### config.mk
export PLATFORM = sky130hd
export DESIGN_NAME = node_port
export DESIGN_NICKNAME = d
export VERILOG_FILES = /design/src/rtl/node_pkg.sv /design/src/rtl/node_port_pkt_fifo.sv /design/src/rtl/node_port.sv
export SDC_FILE = /design/constraint.sdc
export NUM_CORES = 1
export LEC_CHECK = 0
export ABC_AREA = 1
export CAP_MARGIN = 20
export CORE_AREA = 2 2 145 147
export CTS_CLUSTER_SIZE = 25
export DETAILED_ROUTE_END_ITERATION = 12
export DIE_AREA = 0 0 147 149
export GPL_ROUTABILITY_DRIVEN = 0
export PLACE_DENSITY = 0.72
export SLEW_MARGIN = 20
export SYNTH_ARGS = -nofsm -noshare
export SYNTH_HDL_FRONTEND = slang
export SYNTH_SLANG_ARGS = --single-unit
### constraint.sdc
create_clock -name clk -period 7.17 [get_ports clk]
set_input_delay 1.434 -clock clk [delete_from_list [all_inputs] [get_ports clk]]
set_output_delay 1.434 -clock clk [all_outputs]
set_load 0.03 [all_outputs]
### src/rtl/node_pkg.sv
// Shared types and constants for the node_port network interface.
package node_pkg;

    localparam int PKT_BYTES = 4;
    localparam int BYTE_W    = 8;

    typedef struct packed {
        logic [7:0]  tag;
        logic [3:0]  src;
        logic [3:0]  dest;
        logic [15:0] data;
    } pkt_t;

    typedef enum logic {
        TX_IDLE = 1'b0,
        TX_SEND = 1'b1
    } tx_state_t;

    typedef enum logic [1:0] {
        RX_EMPTY = 2'd0,
        RX_FILL  = 2'd1,
        RX_FULL  = 2'd2
    } rx_state_t;

    function automatic logic [15:0] sat_inc(input logic [15:0] v);
        return (v == 16'hFFFF) ? v : v + 16'd1;
    endfunction

endpackage

### src/rtl/node_port_pkt_fifo.sv
// pkt_fifo: small synchronous FIFO with registered occupancy count.
// Pushes while full and pops while empty are ignored.
module pkt_fifo #(
    parameter int WIDTH = 32,
    parameter int DEPTH = 4,
    localparam int AW = $clog2(DEPTH),
    localparam int CW = AW + 1
) (
    input  logic             clk,
    input  logic             rst,
    input  logic             push,
    input  logic [WIDTH-1:0] push_data,
    input  logic             pop,
    output logic [WIDTH-1:0] pop_data,
    output logic             full,
    output logic             empty,
    output logic [CW-1:0]    count
);

    logic [WIDTH-1:0] mem [DEPTH];
    logic [AW-1:0]    wr_ptr;
    logic [AW-1:0]    rd_ptr;
    logic             do_push;
    logic             do_pop;

    assign full     = (count == CW'(DEPTH));
    assign empty    = (count == '0);
    assign do_push  = push && !full;
    assign do_pop   = pop && !empty;
    assign pop_data = mem[rd_ptr];

    // DEPTH is a power of two, so the pointers wrap by natural overflow.
    always_ff @(posedge clk or posedge rst) begin
        if (rst) begin
            wr_ptr <= '0;
            rd_ptr <= '0;
            count  <= '0;
        end else begin
            if (do_push) wr_ptr <= wr_ptr + AW'(1);
            if (do_pop)  rd_ptr <= rd_ptr + AW'(1);
            case ({do_push, do_pop})
                2'b10:   count <= count + CW'(1);
                2'b01:   count <= count - CW'(1);
                default: count <= count;
            endcase
        end
    end

    always_ff @(posedge clk) begin
        if (do_push) mem[wr_ptr] <= push_data;
    end

endmodule

### src/rtl/node_port.sv
// node_port: buffers 32-bit packets from the core and serializes them onto the
// router's byte link; reassembles inbound bytes. Optional counters: NODE_PORT_STATS_EN.
module node_port
    import node_pkg::*;
#(
    parameter logic [3:0] NODEID     = 4'd0,
    parameter int         FIFO_DEPTH = 4
) (
    input  logic        clk,
    input  logic        rst,
    input  logic [31:0] tx_pkt,
    input  logic        tx_valid,
    output logic        tx_ready,
    output logic [31:0] rx_pkt,
    output logic        rx_valid,
    input  logic        rx_ack,
    input  logic        free_outbound,
    output logic        put_outbound,
    output logic [7:0]  payload_outbound,
    output logic        free_inbound,
    input  logic        put_inbound,
    input  logic [7:0]  payload_inbound,
    output logic        rx_err,
    output logic [15:0] tx_count,
    output logic [15:0] rx_count
);

    localparam int         CW        = $clog2(FIFO_DEPTH) + 1;
    localparam logic [1:0] LAST_BYTE = 2'(PKT_BYTES - 1);

    // Handshakes: core->fifo transfers on tx_valid && tx_ready; rx_pkt is held
    // with rx_valid until rx_ack; on the link a sender that saw free high drives
    // put for exactly PKT_BYTES consecutive cycles, MSB byte first, payload 0 otherwise.
    logic          fifo_full;
    logic          fifo_empty;
    logic [CW-1:0] fifo_count;
    logic [31:0]   fifo_head;
    logic          fifo_push;
    logic          fifo_pop;

    tx_state_t     tx_state;
    logic [1:0]    tx_idx;
    logic [23:0]   tx_shreg;

    rx_state_t     rx_state;
    logic [1:0]    rx_cnt;
    logic [23:0]   rx_shreg;
    pkt_t          rx_word;

    assign fifo_push = tx_valid && !fifo_full;
    assign tx_ready  = (fifo_count != CW'(FIFO_DEPTH));
    assign fifo_pop  = (tx_state == TX_IDLE) && !fifo_empty && free_outbound;
    assign rx_word   = {rx_shreg, payload_inbound};

    pkt_fifo #(
        .WIDTH (32),
        .DEPTH (FIFO_DEPTH)
    ) u_fifo (
        .clk       (clk),
        .rst       (rst),
        .push      (fifo_push),
        .push_data (tx_pkt),
        .pop       (fifo_pop),
        .pop_data  (fifo_head),
        .full      (fifo_full),
        .empty     (fifo_empty),
        .count     (fifo_count)
    );

    // The head byte is emitted on the loading edge; the shift register keeps the rest.
    always_ff @(posedge clk or posedge rst) begin
        if (rst) begin
            tx_state         <= TX_IDLE;
            tx_idx           <= '0;
            tx_shreg         <= '0;
            put_outbound     <= 1'b0;
            payload_outbound <= '0;
        end else begin
            case (tx_state)
                TX_IDLE: begin
                    if (fifo_pop) begin
                        tx_state         <= TX_SEND;
                        tx_idx           <= '0;
                        tx_shreg         <= fifo_head[23:0];
                        put_outbound     <= 1'b1;
                        payload_outbound <= fifo_head[31:24];
                    end
                end
                TX_SEND: begin
                    if (tx_idx == LAST_BYTE) begin
                        tx_state         <= TX_IDLE;
                        put_outbound     <= 1'b0;
                        payload_outbound <= '0;
                    end else begin
                        tx_idx           <= tx_idx + 2'd1;
                        payload_outbound <= tx_shreg[23:16];
                        tx_shreg         <= {tx_shreg[15:0], 8'h00};
                    end
                end
                default: tx_state <= TX_IDLE;
            endcase
        end
    end

    always_ff @(posedge clk or posedge rst) begin
        if (rst) begin
            rx_state     <= RX_EMPTY;
            rx_cnt       <= '0;
            rx_shreg     <= '0;
            rx_pkt       <= '0;
            rx_valid     <= 1'b0;
            free_inbound <= 1'b1;
            rx_err       <= 1'b0;
        end else begin
            rx_err <= 1'b0;
            case (rx_state)
                RX_EMPTY: begin
                    if (put_inbound) begin
                        rx_shreg     <= {rx_shreg[15:0], payload_inbound};
                        rx_cnt       <= 2'd1;
                        rx_state     <= RX_FILL;
                        free_inbound <= 1'b0;
                    end
                end
                RX_FILL: begin
                    if (!put_inbound) begin
                        rx_err       <= 1'b1;
                        rx_cnt       <= '0;
                        rx_state     <= RX_EMPTY;
                        free_inbound <= 1'b1;
                    end else if (rx_cnt == LAST_BYTE) begin
                        rx_pkt   <= rx_word;
                        rx_valid <= 1'b1;
                        rx_cnt   <= '0;
                        rx_state <= RX_FULL;
                    end else begin
                        rx_shreg <= {rx_shreg[15:0], payload_inbound};
                        rx_cnt   <= rx_cnt + 2'd1;
                    end
                end
                RX_FULL: begin
                    // A byte arriving while the core still owns rx_pkt is a sender error.
                    if (put_inbound) rx_err <= 1'b1;
                    if (rx_ack) begin
                        rx_valid     <= 1'b0;
                        free_inbound <= 1'b1;
                        rx_state     <= RX_EMPTY;
                    end
                end
                default: begin
                    rx_state     <= RX_EMPTY;
                    free_inbound <= 1'b1;
                    rx_valid     <= 1'b0;
                end
            endcase
        end
    end

`ifdef NODE_PORT_STATS_EN
    logic        tx_done;
    logic        rx_done;
    logic [15:0] tx_cnt_q;
    logic [15:0] rx_cnt_q;

    assign tx_done = (tx_state == TX_SEND) && (tx_idx == LAST_BYTE);
    assign rx_done = (rx_state == RX_FILL) && put_inbound && (rx_cnt == LAST_BYTE);

    always_ff @(posedge clk or posedge rst) begin
        if (rst) begin
            tx_cnt_q <= '0;
            rx_cnt_q <= '0;
        end else begin
            if (tx_done) tx_cnt_q <= sat_inc(tx_cnt_q);
            if (rx_done && (rx_word.dest == NODEID)) rx_cnt_q <= sat_inc(rx_cnt_q);
        end
    end

    assign tx_count = tx_cnt_q;
    assign rx_count = rx_cnt_q;
`else
    assign tx_count = '0;
    assign rx_count = '0;
`endif

endmodule

# == Word level (Yosys, flattened, before mapping) ==
# Memory sizes are Yosys's and may differ from the RTL's.
# Cells that the tools add are included.
# totals
ff_bits,106
mem_bits_rw,128
input_bits,46
mem_bits_ro,0
n_memories,1
latchBits,0
word_cells,102
# classes
div,0
mux,41
bitwise,2
multipliers,0
n_eq_ne,18
order_cmp,0
n_reduce_logical,19
add_sub_neg,6
n_shift,0
# memory_table
memory,depth,width,rd,rd_clocked_by_memory_dff,write_ports,line_no,rtl
u_fifo.mem,4,32,1,0,1,node_port_pkt_fifo.sv:20,logic [WIDTH-1:0] mem [DEPTH];
# op_table
operator,n
24-bit two-way mux,5
24-bit one-hot mux with 2 select lines,2
2-bit two-way mux,8
8-bit two-way mux,2
8-bit one-hot mux with 2 select lines,1
1-bit two-way mux,14
"2-bit inequality test, second input constant",7
3-bit AND reduction,3
"2-bit by 1-bit adder with 2-bit output, second input constant",4
"2-bit == test, second input constant",4
2-bit one-hot mux with 2 select lines,2
4-bit AND reduction,2
"3-bit inequality test, second input constant",2
1-bit one-hot mux with 2 select lines,3
1-bit one-hot mux with 3 select lines,2
2-bit one-hot mux with 3 select lines,1
3-bit one-hot mux with 2 select lines,1
2-bit AND reduction,3
1-bit logical AND,5
"2-bit by 1-bit == test with 1-bit output, second input constant",2
"2-bit by 1-bit inequality test with 1-bit output, second input constant",2
2-bit nonzero test,2
"3-bit by 1-bit adder with 3-bit output, second input constant",1
"3-bit == test, second input constant",1
5 further kinds,7

# == Logic depth before layout (Yosys ltp) ==
# Gate-level depths: netlist of the first run.
# logic_depth
ltp_word,7
depth_mapped,11
depth_no_buf,10

# == Hierarchy ==
# From an unflattened synthesis of the first run, not the netlist that was laid out.
# unflattened
cells_unflattened,946
hier_area_um2,10025.9
# by_module_without_submodules
mod,area_per_inst_um2,cells_each,instances
pkt_fifo,5587.9,436,1
node_port,4438.0,510,1

# == Worst setup path after synthesis of the first run ==
# No wires, ideal clock.
# synth_path
kind,input-to-reg
start,input port tx_valid
end,"memory u_fifo.mem[0][0], enable pin"
arrival_time_ps,2981
path_stages,2
path_buffers,0
slack_ps,3768
path_cell_list,nand2_1 -> nor2_1
# synth_via
elab_chain_len,4
# synth_lines
element,line_no,rtl
"start, declared",node_port.sv:12,"input logic tx_valid,"
1-bit logical AND,node_port.sv:50,assign fifo_push = tx_valid && !fifo_full;
1-bit logical AND,node_port_pkt_fifo.sv:28,assign do_push = push && !full;
1-bit two-way mux,node_port_pkt_fifo.sv:50,if (do_push) mem[wr_ptr] <= push_data;
1-bit two-way mux (implied by the code),node_port_pkt_fifo.sv:50,
"end, declared",node_port_pkt_fifo.sv:20,
# No other way between the ends.

# == Worst setup path in the final report of the first run ==
# layout_path
start,input port free_outbound
end,register u_fifo.count[2]
# layout_via
elab_chain_len,4
word_cells_on_any_way,6
classes_between,eq/ne: 2; mux: 1; reduce/logical: 3
# layout_lines
element,line_no,rtl
"start, declared",node_port.sv:17,"input logic free_outbound,"
1-bit logical AND *,node_port.sv:52,assign fifo_pop = (tx_state == TX_IDLE) && !fifo_empty && free_outbound;
1-bit logical AND *,node_port_pkt_fifo.sv:29,assign do_pop = pop && !empty;
net u_fifo.do_pop,node_port_pkt_fifo.sv:24,logic do_pop;
2-bit by 1-bit == test with 1-bit output or 2-bit == test (tied branches),node_port_pkt_fifo.sv:41,"case ({do_push, do_pop})"
3-bit one-hot mux with 2 select lines or 2-bit nonzero test (tied branches),-,
"end signal, assigned",node_port_pkt_fifo.sv:42,2'b10: count <= count + CW'(1);
"end signal, assigned",node_port_pkt_fifo.sv:43,2'b01: count <= count - CW'(1);
"end signal, assigned",node_port_pkt_fifo.sv:44,default: count <= count;
"end, declared",node_port_pkt_fifo.sv:17,output logic [CW-1:0] count
# Mark *: on every way through the listed nets, which the timed path passes. The rest lies on a longest branch.
# A chain may end at the register's enable or synchronous reset.

==> results.txt, run 1 <==
----------------------------------------------------
[Outcome]
  Status ... completed

[Clock tree]
  Clock tree from TritonCTS ... done
  Count of hold buffers inserted by post-cts repair ... 0
  Buffer cell driving the clock tree root ... sky130_fd_sc_hd__clkbuf_16
  Count of buffers added by post-CTS timing repair for setup ... 0
  Clock transition time at the flip-flop clock pins of the worst setup and hold paths ... 60 ps
  Worst skew pair latency ... 510 ps
  Number of clock sinks ... 234
  Post-cts sizing count ... 0
  TritonCTS buffer count ... 25
  Longest Clk Path Bufs ... 3
  H-tree level count ... 1

[Power]
  Leakage power of the design ... 5.039 nW
  Max VDD drop ... 0.0003540 V
  Power density normalized to cell area ... 435.6 mW/mm²

[Synth]
  Seq cells post-synth ... 234
  Main area contributors after synthesis ... sky130_fd_sc_hd__edfxtp_1, sky130_fd_sc_hd__dfrtp_1, sky130_fd_sc_hd__nand2_1
  Number of warnings reported in the yosys synthesis log ... 0
  Post-synthesis cell type with the largest combined area ... sky130_fd_sc_hd__edfxtp_1
  Syn Area/Cell ... 10.71 µm²
  Netlist Area Pre-Place ... 0.01001 mm²
  Area fraction of the dominant cell type after synthesis ... 38.39%
  Number of distinct library cells after synthesis ... 33
  Instance count of the mapped netlist ... 935
  Share of the yosys chip area belonging to registers ... 64.90%

[Routing]
  Via Count ... 6,378
  Initial DRC Count ... 467
  Iteration count of the initial detailed-routing pass ... 5
  Count of antenna-violating nets left after detailed routing ... 0
  Number of vias per cell ... 4.891
  DRC Markers ... 0
  Mean routed wirelength per cell ... 14.48 µm
  Final wirelength ... 18.88 mm

[STA]
  Total of endpoints with negative setup slack in the final report ... 0
  Final critical-path share of the clock period ... 49.64%
  Worst slew pin tran ... 984.2 ps
  Max-Slew Margin vs Limit ... 34.39%
  Achievable Freq ... 281.0 MHz
  Clock period minus final worst setup slack ... 3559 ps
  RSZ-0062 raised after global routing ... false
  Worst clock skew ... 11.83 ps
  Hold WS ... 477.4 ps
  Final Hold Viols ... 0
  Pins over their slew limit ... 0
  Post-Route Setup TNS ... 0 ps

[Global routing]
  Pin count of the biggest net entering global routing ... 67
  Total global-route track usage ... 17.48%
  Via count of the first global-routing pass ... 6,084
  Final global-route overflow total ... 0
  First-pass GRT wire length ... 30.90 mm
  Initial antenna violation count ... 0

[Die]
  Initial core utilization ... 48.70%
  Num ports ... 123
  Die span in y ... 149 µm
  Die Width ... 147 µm
  Number of placement rows ... 53
  Die footprint ... 0.02190 mm²
  Core ar. ... 0.02056 mm²

[Place]
  HPWL reported at the end of detailed placement ... 11.19 mm
  Count of buffers inserted at the top-level ports ... 90

[Critical path]
  Crit Path Class ... in -> reg
  Cell mode on critical path ... sky130_fd_sc_hd__inv_1
  CP max FO ... 39
  Arrival time of the worst setup path ... 3940 ps
  Critical-path cell list ... clkdlybuf4s50_1 > inv_1 > nor2_1 > nand2_2 > inv_2 > ha_1 > inv_1 > fa_1 > a21oi_1 > o21ai_0 > xor2_1
  Endpoint kind of the worst setup timing path ... flop
  CP max stage cell ... sky130_fd_sc_hd__clkdlybuf4s50_1
  Data required time at the worst endpoint ... 7550 ps
  CP Launch Type ... input port
  Largest stage delay on the critical path ... 470 ps

[Final layout]
  Most frequent standard cell in the layout excluding fill and tap cells ... sky130_fd_sc_hd__nand2_1
  Fillers ... 1,714
  Area growth from synthesis to final layout ... 16.40%
  Fraction of final layout cells sized beyond drive strength 1 ... 12.05%
  Diode count ... 0
  Area of the multi-input gates ... 0.002701 mm²
  Sequential cell area ... 0.006499 mm²
  Commonest non-fill, non-tap cells in the layout ... sky130_fd_sc_hd__nand2_1, sky130_fd_sc_hd__edfxtp_1, sky130_fd_sc_hd__dfrtp_1, sky130_fd_sc_hd__nand3_1, sky130_fd_sc_hd__clkdlybuf4s50_1
  Final #Nets ... 1,066

[Min path]
  Class of the tightest hold or removal check ... reg -> reg

[Flow run]
  Total of max-cap violations ... 0

----------------------------------------------------
[Yosys cell counts]
master / n
sky130_fd_sc_hd__nand2_1: 228
sky130_fd_sc_hd__edfxtp_1: 128
sky130_fd_sc_hd__dfrtp_1: 105
sky130_fd_sc_hd__nand3_1: 93
sky130_fd_sc_hd__inv_1: 89
sky130_fd_sc_hd__o21ai_0: 45
sky130_fd_sc_hd__nor2_1: 44
sky130_fd_sc_hd__buf_4: 42
sky130_fd_sc_hd__o21ai_2: 30
sky130_fd_sc_hd__nand2_2: 22
sky130_fd_sc_hd__a21oi_1: 20
sky130_fd_sc_hd__or2_2: 15
sky130_fd_sc_hd__buf_2: 14
sky130_fd_sc_hd__clkbuf_1: 11
sky130_fd_sc_hd__o22ai_1: 8
sky130_fd_sc_hd__ha_1: 7
sky130_fd_sc_hd__buf_6: 5
sky130_fd_sc_hd__inv_2: 5
sky130_fd_sc_hd__o21ai_1: 5
sky130_fd_sc_hd__buf_12: 3
sky130_fd_sc_hd__xor2_1: 3
sky130_fd_sc_hd__buf_8: 2
sky130_fd_sc_hd__a21oi_2: 1
sky130_fd_sc_hd__clkbuf_4: 1
sky130_fd_sc_hd__conb_1: 1
sky130_fd_sc_hd__dfstp_2: 1
sky130_fd_sc_hd__fa_1: 1
sky130_fd_sc_hd__inv_4: 1
sky130_fd_sc_hd__nand3_4: 1
sky130_fd_sc_hd__nand3b_1: 1
sky130_fd_sc_hd__o211ai_1: 1
sky130_fd_sc_hd__or2_1: 1
sky130_fd_sc_hd__xnor2_1: 1
[final timing paths]
kind | to | startpoint | slack, ps | depth (start not counted)
hold / removal | rx_pkt[26] | rx_pkt[26] | 480 | 2
hold reg to reg | rx_pkt[26] | rx_pkt[26] | 480 | 2
max in group asynchronous | rx_pkt[26] | rst | 4670 | 3
min in group asynchronous | u_fifo.wr_ptr[1] | rst | 1340 | 2
setup reg to reg | u_fifo.count[2] | tx_state | 4560 | 9
setup / recovery | u_fifo.count[2] | free_outbound | 3610 | 11
[registers in the layout, indices dropped and copies added (netlist names)]
signal / flops
free_inbound: 1
payload_outbound: 8
put_outbound: 1
rx_cnt: 2
rx_err: 1
rx_pkt: 32
rx_shreg: 24
rx_state: 2
rx_valid: 1
tx_idx: 2
tx_shreg: 24
tx_state: 1
u_fifo.count: 3
u_fifo.mem: 128
u_fifo.rd_ptr: 2
u_fifo.wr_ptr: 2
[cell type report]
| cell class | instances | share of cell area (%) |
|---|---|---|
| Sequential cell | 234 | 55.77 |
| Multi-Input combinational cell | 559 | 23.18 |
| Timing Repair Buffer | 97 | 8.181 |
| Clock buffer | 39 | 6.345 |
| Inverter | 95 | 3.114 |
| Tap cell | 275 | 2.953 |
| Clock inverter | 5 | 0.4617 |
[per-stage QoR]
step / util, % / cell area [µm²] / worst slack (ps) / std cells / total power [mW]
floorplan: - / 10130 / 2949 / 966 / 3.352
global placement: 52.82 / 10860 / 3192 / 1260 / 3.831
detailed placement: 52.82 / 10860 / 3137 / 1260 / 3.882
CTS: 56.68 / 11650 / 3681 / 1304 / 5.119
global route: 56.69 / 11650 / 3380 / 1304 / 5.428
finish: 56.69 / 11650 / 3611 / 1304 / 5.077
[metal layers]
metal / part of all wire [%] / track usage [%]
met1: 46 / 24.55
met2: 48 / 28.64
met3: 4.1 / 2.599
met4: 1.8 / 5.240
met5: 0 / 0
[where the power goes]
group	internal [mW]	switching (mW)	total, mW
Combinational	0.631	1.20	1.83
Sequential	1.83	0.183	2.02
Clock	0.742	0.488	1.23
Total	3.21	1.87	5.08
[logic make-up after synthesis]
logic type               count (synthesis)  share of synthesized area, %
flip-flops                             234                         64.90
AO/OA/AOI/OAI                          110                         6.786
adder cells (fa/ha/maj)                  8                         1.075
other                                    1                       0.03745
buffers and inverters                  173                         9.385
AND/OR/NAND/NOR                        405                         17.47
XOR/XNOR                                 4                        0.3500
[critical path: cells and delay by family]
kind | cells | cell delay (ps)
buf+inv | 4 | 910
fa+ha+maj | 2 | 560
simple gates | 2 | 550
compound gates | 2 | 320
xor+xnor | 1 | 160
(Power assumes the default switching activity.)
==> inputs of run 2 (changes only) <==
==> constraint.sdc (replaced) <==
create_clock -name clk -period 3.4 [get_ports clk]
set_input_delay 0.68 -clock clk [delete_from_list [all_inputs] [get_ports clk]]
set_output_delay 0.68 -clock clk [all_outputs]
set_load 0.03 [all_outputs]
==> run 2 against run 1 <==
  * Largest cell class unchanged
  * Critical endpoint is now tx_ready
  * Setup slack got worse by 2700 ps
  * Highest routed layer unchanged
  * Final cell count rose by 0.15%
  * Sequential share of layout area fell by 0.065 points
  * Critical path type is now reg -> out
  * Via count fell by 0.39%
  * Clock power rose by 100%
==> results.txt, run 2 (same netlist as run 1, synthesis figures left out) <==
----------------------------------------------------
[Critical path]
  CP Launch Type ... flop
  Crit Path Class ... reg -> out
  Data required time at the worst endpoint ... 2720 ps
  Critical-path cell list ... nor2_1 > nand2_1 > clkdlybuf4s50_1
  Endpoint kind of the worst setup timing path ... output pin
  Bufs and invs on worst path ... 1
  Largest stage delay on the critical path ... 600 ps
  CP max stage cell ... sky130_fd_sc_hd__clkdlybuf4s50_1
  Crit-path leading delay family ... buffers and inverters
  CP max FO ... 3
  Arrival time of the worst setup path ... 1760 ps

[Routing]
  Via Count ... 6,353
  Number of vias per cell ... 4.864
  DRC Markers ... 0
  Final wirelength ... 18.87 mm
  Initial DRC Count ... 485
  Count of antenna-violating nets left after detailed routing ... 0
  Iteration count of the initial detailed-routing pass ... 5
  Mean routed wirelength per cell ... 14.45 µm

[Final layout]
  Largest registers ... u_fifo.mem: 128 flops, rx_pkt: 32 flops
  Most frequent standard cell in the layout excluding fill and tap cells ... sky130_fd_sc_hd__nand2_1
  Max FFs per register ... 128
  Area growth from synthesis to final layout ... 16.53%
  Fraction of final layout cells sized beyond drive strength 1 ... 11.93%
  Register with the highest flop count ... u_fifo.mem
  Commonest non-fill, non-tap cells in the layout ... sky130_fd_sc_hd__nand2_1, sky130_fd_sc_hd__edfxtp_1, sky130_fd_sc_hd__dfrtp_1, sky130_fd_sc_hd__nand3_1, sky130_fd_sc_hd__clkdlybuf4s50_1
  Final #Nets ... 1,069
  Fillers ... 1,750
  Diode count ... 0

[STA]
  Final Hold Viols ... 0
  Total of endpoints with negative setup slack in the final report ... 0
  Pins over their slew limit ... 0
  Achievable Freq ... 410.0 MHz
  Post-Route Setup TNS ... 0 ps
  RSZ-0062 raised after global routing ... false
  Max-Slew Margin vs Limit ... 40.98%
  Worst clock skew ... 7.087 ps
  Final critical-path share of the clock period ... 71.74%
  Clock period minus final worst setup slack ... 2439 ps
  Worst slew pin tran ... 884.2 ps

[Global routing]
  Final global-route overflow total ... 0
  First-pass GRT wire length ... 30.55 mm
  Pin count of the biggest net entering global routing ... 66
  Initial antenna violation count ... 0
  Via count of the first global-routing pass ... 5,924
  Total global-route track usage ... 17.25%

[Outcome]
  Status ... completed

[Die]
  Die span in y ... 149 µm
  Die Width ... 147 µm
  Initial core utilization ... 48.70%
  Core ar. ... 0.02056 mm²
  Num ports ... 123
  Die footprint ... 0.02190 mm²
  Number of placement rows ... 53

[Flow run]
  Total of max-cap violations ... 0

[Clock tree]
  Longest Clk Path Bufs ... 3
  Count of hold buffers inserted by post-cts repair ... 0
  TritonCTS buffer count ... 24
  H-tree level count ... 1
  Post-cts sizing count ... 0
  Clock transition time at the flip-flop clock pins of the worst setup and hold paths ... 60 ps
  Worst skew pair latency ... 510 ps
  Buffer cell driving the clock tree root ... sky130_fd_sc_hd__clkbuf_16
  Count of buffers added by post-CTS timing repair for setup ... 0
  Clock tree from TritonCTS ... done
  Number of clock sinks ... 234

[Power]
  Max VDD drop ... 0.0005200 V
  Power density normalized to cell area ... 906.9 mW/mm²
  PnR Total Power ... 10.58 mW
  Leakage power of the design ... 5.038 nW

[Min path]
  Class of the tightest hold or removal check ... reg -> reg

[Place]
  HPWL reported at the end of detailed placement ... 11.35 mm
  Count of buffers inserted at the top-level ports ... 90

----------------------------------------------------
## run 2: cell types whose count changed in the layout (fill, tap and decap cells not counted), sizes merged
cell,before,now
clkinvlp,0,1
clkinv,4,7
buf,7,11
inv,95,93
clkbuf,39,35
## run 2: final timing paths
kind / cells after the start / from / endpoint / slack (ps)
worst min-delay path: 1 / rx_cnt[0] / rx_cnt[0] / 470
worst max-delay path: 3 / u_fifo.count[0] / tx_ready / 960
worst max register to register: 9 / u_fifo.count[0] / u_fifo.count[2] / 1210
max in group asynchronous: 3 / rst / free_inbound / 1950
worst min register to register: 1 / rx_cnt[0] / rx_cnt[0] / 470
min in group asynchronous: 2 / rst / rx_shreg[8] / 700
## run 2: worst register-to-register path: stages (launching register included)
cell and delay, ps:
sky130_fd_sc_hd__dfrtp_1 410, sky130_fd_sc_hd__nor2_1 150, sky130_fd_sc_hd__nand2_1 100, sky130_fd_sc_hd__nand2_1 320, sky130_fd_sc_hd__ha_1 230, sky130_fd_sc_hd__inv_1 70
sky130_fd_sc_hd__fa_1 370, sky130_fd_sc_hd__a21oi_1 140, sky130_fd_sc_hd__o21ai_0 110, sky130_fd_sc_hd__xor2_1 160
## run 2: stage by stage
stage	instances	setup slack, ps	instance area [µm²]	hold slack, ps	utilization [%]
after global routing	1306	900.4	11670	503.5	56.76
after global placement	1264	747.1	10930	463.7	53.16
after floorplan	966	693.5	10130	447.2	-
after detailed placement	1264	734.7	10930	469.1	53.16
after CTS	1306	942.2	11670	480.3	56.75
final	1306	960.8	11670	473.0	56.76
## run 2: layout make-up
type / instances / area (µm²) / area share [%]
flip-flops and latches: 234 / 6499 / 55.70
multi-input cells: 559 / 2701 / 23.15
repair buffers: 101 / 1021 / 8.751
clock buffers: 35 / 683.2 / 5.855
inverters: 95 / 364.1 / 3.121
well taps: 275 / 344.1 / 2.949
clock inverters: 7 / 55.05 / 0.4719
## run 2: per-layer routing
layer	vias to the layer above	GRT usage [%]	routed length [µm]
met2	180	28.97	9130
met4	0	3.462	203
li1	3146	-	-
met1	3006	24.25	8528
met3	21	2.661	1006
met5	-	0	0
## run 2: power breakdown
part,total (mW),leakage [nW],switching [mW],internal [mW]
Clock,2.46,0.360,1.00,1.46
Combinational,3.87,2.18,2.52,1.34
Sequential,4.26,2.50,0.388,3.87
==> inputs of run 3 (changes only) <==
==> constraint.sdc (replaced) <==
create_clock -name clk -period 2.5 [get_ports clk]
set_input_delay 0.5 -clock clk [delete_from_list [all_inputs] [get_ports clk]]
set_output_delay 0.5 -clock clk [all_outputs]
set_load 0.03 [all_outputs]
==> run 3 against run 2 <==
  * Register-to-register slack worse by 580 ps
  * Global-route usage up 0.52 points
  * Largest cell class unchanged
  * Clock power up 46%
  * First-iteration DRC count up 10%
  * Sequential power up 36%
  * Critical endpoint unchanged
==> results.txt, run 3 (same netlist as run 1, synthesis figures left out) <==
----------------------------------------------------
[Outcome]
  Status ... completed

[STA]
  Worst slew pin tran ... 717.2 ps
  Post-Route Setup TNS ... 0 ps
  Worst clock skew ... 14.90 ps
  Post-route worst setup slack ... 224.6 ps
  Achievable Freq ... 439.5 MHz
  Final Hold Viols ... 0
  Clock period minus final worst setup slack ... 2275 ps
  RSZ-0062 raised after global routing ... false
  Pins over their slew limit ... 0
  Total of endpoints with negative setup slack in the final report ... 0
  Max-Slew Margin vs Limit ... 52.11%
  Final critical-path share of the clock period ... 91.02%

[Final layout]
  End-of-flow core utilization ... 57.51%
  Fillers ... 1,705
  Commonest non-fill, non-tap cells in the layout ... sky130_fd_sc_hd__nand2_1, sky130_fd_sc_hd__edfxtp_1, sky130_fd_sc_hd__dfrtp_1, sky130_fd_sc_hd__nand3_1, sky130_fd_sc_hd__clkdlybuf4s50_1
  Fraction of final layout cells sized beyond drive strength 1 ... 13.42%
  Area growth from synthesis to final layout ... 18.08%
  Final design instance area without fill ... 0.01182 mm²
  Register with the highest flop count ... u_fifo.mem
  Largest registers ... u_fifo.mem: 128 flops, rx_pkt: 32 flops
  Final #Nets ... 1,079
  Max FFs per register ... 128
  Diode count ... 0
  Most frequent standard cell in the layout excluding fill and tap cells ... sky130_fd_sc_hd__nand2_1

[Die]
  Die footprint ... 0.02190 mm²
  Initial core utilization ... 48.70%
  Number of placement rows ... 53
  Core ar. ... 0.02056 mm²
  Die Width ... 147 µm
  Num ports ... 123
  Die span in y ... 149 µm

[Place]
  Setup Slack @ Placement ... 131.4 ps
  HPWL reported at the end of detailed placement ... 12.24 mm
  Count of buffers inserted at the top-level ports ... 90
  Placed cell areas ... 0.01102 mm²

[Global routing]
  Met3 track utilization from global routing ... 2.599%
  Final global-route overflow total ... 0
  Met2 layer usage reported by global route ... 29.86%
  Initial antenna violation count ... 0
  Global Route met1 Usage ... 24.52%
  Most Crowded Layer GR ... met2
  Pin count of the biggest net entering global routing ... 73
  Via count of the first global-routing pass ... 6,189
  Total global-route track usage ... 17.77%
  First-pass GRT wire length ... 31.48 mm

[Critical path]
  Beginning of the worst register-to-register path ... u_fifo.count[0]
  Critical-path cell list ... nor2_1 > nand2_1 > clkdlybuf4s50_1
  Crit Path Class ... reg -> out
  Largest stage delay on the critical path ... 610 ps
  Capture point of the worst path ... tx_ready
  Total number of cells along the worst setup path ... 3
  Internal reg-to-reg setup slack ... 630 ps
  Arrival time of the worst setup path ... 1780 ps
  Crit-path leading delay family ... buffers and inverters
  CP Launch Type ... flop
  CP max stage cell ... sky130_fd_sc_hd__clkdlybuf4s50_1
  Critical path launch point ... u_fifo.count[0]
  CP max FO ... 3
  Bufs and invs on worst path ... 1
  Worst reg-to-reg path cell count ... 9
  End of the worst register-to-register path ... u_fifo.count[2]
  Data required time at the worst endpoint ... 2000 ps
  Endpoint kind of the worst setup timing path ... output pin

[Routing]
  Mean routed wirelength per cell ... 14.70 µm
  Final wirelength ... 19.38 mm
  Number of vias per cell ... 4.965
  Initial DRC Count ... 534
  DRC Markers ... 0
  Iteration count of the initial detailed-routing pass ... 6
  Via Count ... 6,544
  Count of antenna-violating nets left after detailed routing ... 0

[Clock tree]
  H-tree level count ... 1
  Clock transition time at the flip-flop clock pins of the worst setup and hold paths ... 60 ps
  Worst skew pair latency ... 510 ps
  Count of hold buffers inserted by post-cts repair ... 0
  Longest Clk Path Bufs ... 3
  Count of buffers added by post-CTS timing repair for setup ... 0
  Number of clock sinks ... 234
  Post-cts sizing count ... 0
  Buffer cell driving the clock tree root ... sky130_fd_sc_hd__clkbuf_16
  TritonCTS buffer count ... 24
  Clock tree from TritonCTS ... done

[Power]
  Power density normalized to cell area ... 1250 mW/mm²
  PnR Total Power ... 14.77 mW
  Max VDD drop ... 0.0007499 V
  Leakage power of the design ... 5.132 nW

[Min path]
  Class of the tightest hold or removal check ... in -> async

[Flow run]
  Total of max-cap violations ... 0

----------------------------------------------------
==> run 3: cell count changes in the layout (fill, tap and decap cells not counted), sizes merged <==
cell	previous run	this run
clkinvlp	1	2
clkbuf	35	31
buf	11	21
bufinv	1	3
clkinv	7	9
inv	93	94
==> run 3: cell type report <==
| type | instances | area (µm²) | area share, % |
|---|---|---|---|
| Sequential cell | 234 | 6499 | 54.97 |
| Multi-Input combinational cell | 559 | 2701 | 22.85 |
| Timing Repair Buffer | 111 | 1109 | 9.377 |
| Clock buffer | 31 | 668.1 | 5.651 |
| Inverter | 95 | 362.8 | 3.069 |
| Tap cell | 275 | 344.1 | 2.910 |
| Clock inverter | 13 | 138.9 | 1.175 |
==> run 3: metal layers <==
metal  share of wire (%)  wire length (µm)
met1                  45              8754
met2                  49              9477
met3                 4.6               887
met4                 1.3               257
met5                   0                 0
==> run 3: stage by stage <==
stage,cells,hold WS (ps)
2_1_floorplan,966,447.2
3_3_place_gp,1274,464.3
3_5_place_dp,1274,469.5
4_1_cts,1318,441.4
5_1_grt,1318,475.4
6_report,1318,442.0
==> run 3: worst min-delay path by stage <==
| stage | to | depth (start not counted) | slack, ps | start |
|---|---|---|---|---|
| floorplan | rx_cnt[0] | 1 | 450 | rx_cnt[0] |
| CTS | rx_pkt[16] | 3 | 440 | rst |
| finish | rx_shreg[19] | 3 | 440 | rst |
| global placement | rx_cnt[0] | 1 | 460 | rx_cnt[0] |
| detailed placement | rx_pkt[29] | 2 | 470 | rx_pkt[29] |
| global route | rx_pkt[19] | 3 | 480 | rst |
==> run 3: where the power goes <==
part,internal (mW),switching (mW),total (mW),leakage (nW)
clock network,2.19,1.39,3.58,0.398
logic,1.91,3.49,5.40,2.23
registers,5.26,0.538,5.79,2.50
total,9.36,5.42,14.8,5.13
==> run 3: worst register-to-register path, stage by stage, from the launching register on <==
cell and delay (ps):
sky130_fd_sc_hd__dfrtp_1 400, sky130_fd_sc_hd__nor2_1 170, sky130_fd_sc_hd__nand2_1 90, sky130_fd_sc_hd__nand2_1 100
sky130_fd_sc_hd__ha_1 160, sky130_fd_sc_hd__inv_1 70, sky130_fd_sc_hd__fa_1 370, sky130_fd_sc_hd__a21oi_1 140
sky130_fd_sc_hd__o21ai_0 110, sky130_fd_sc_hd__xor2_1 150
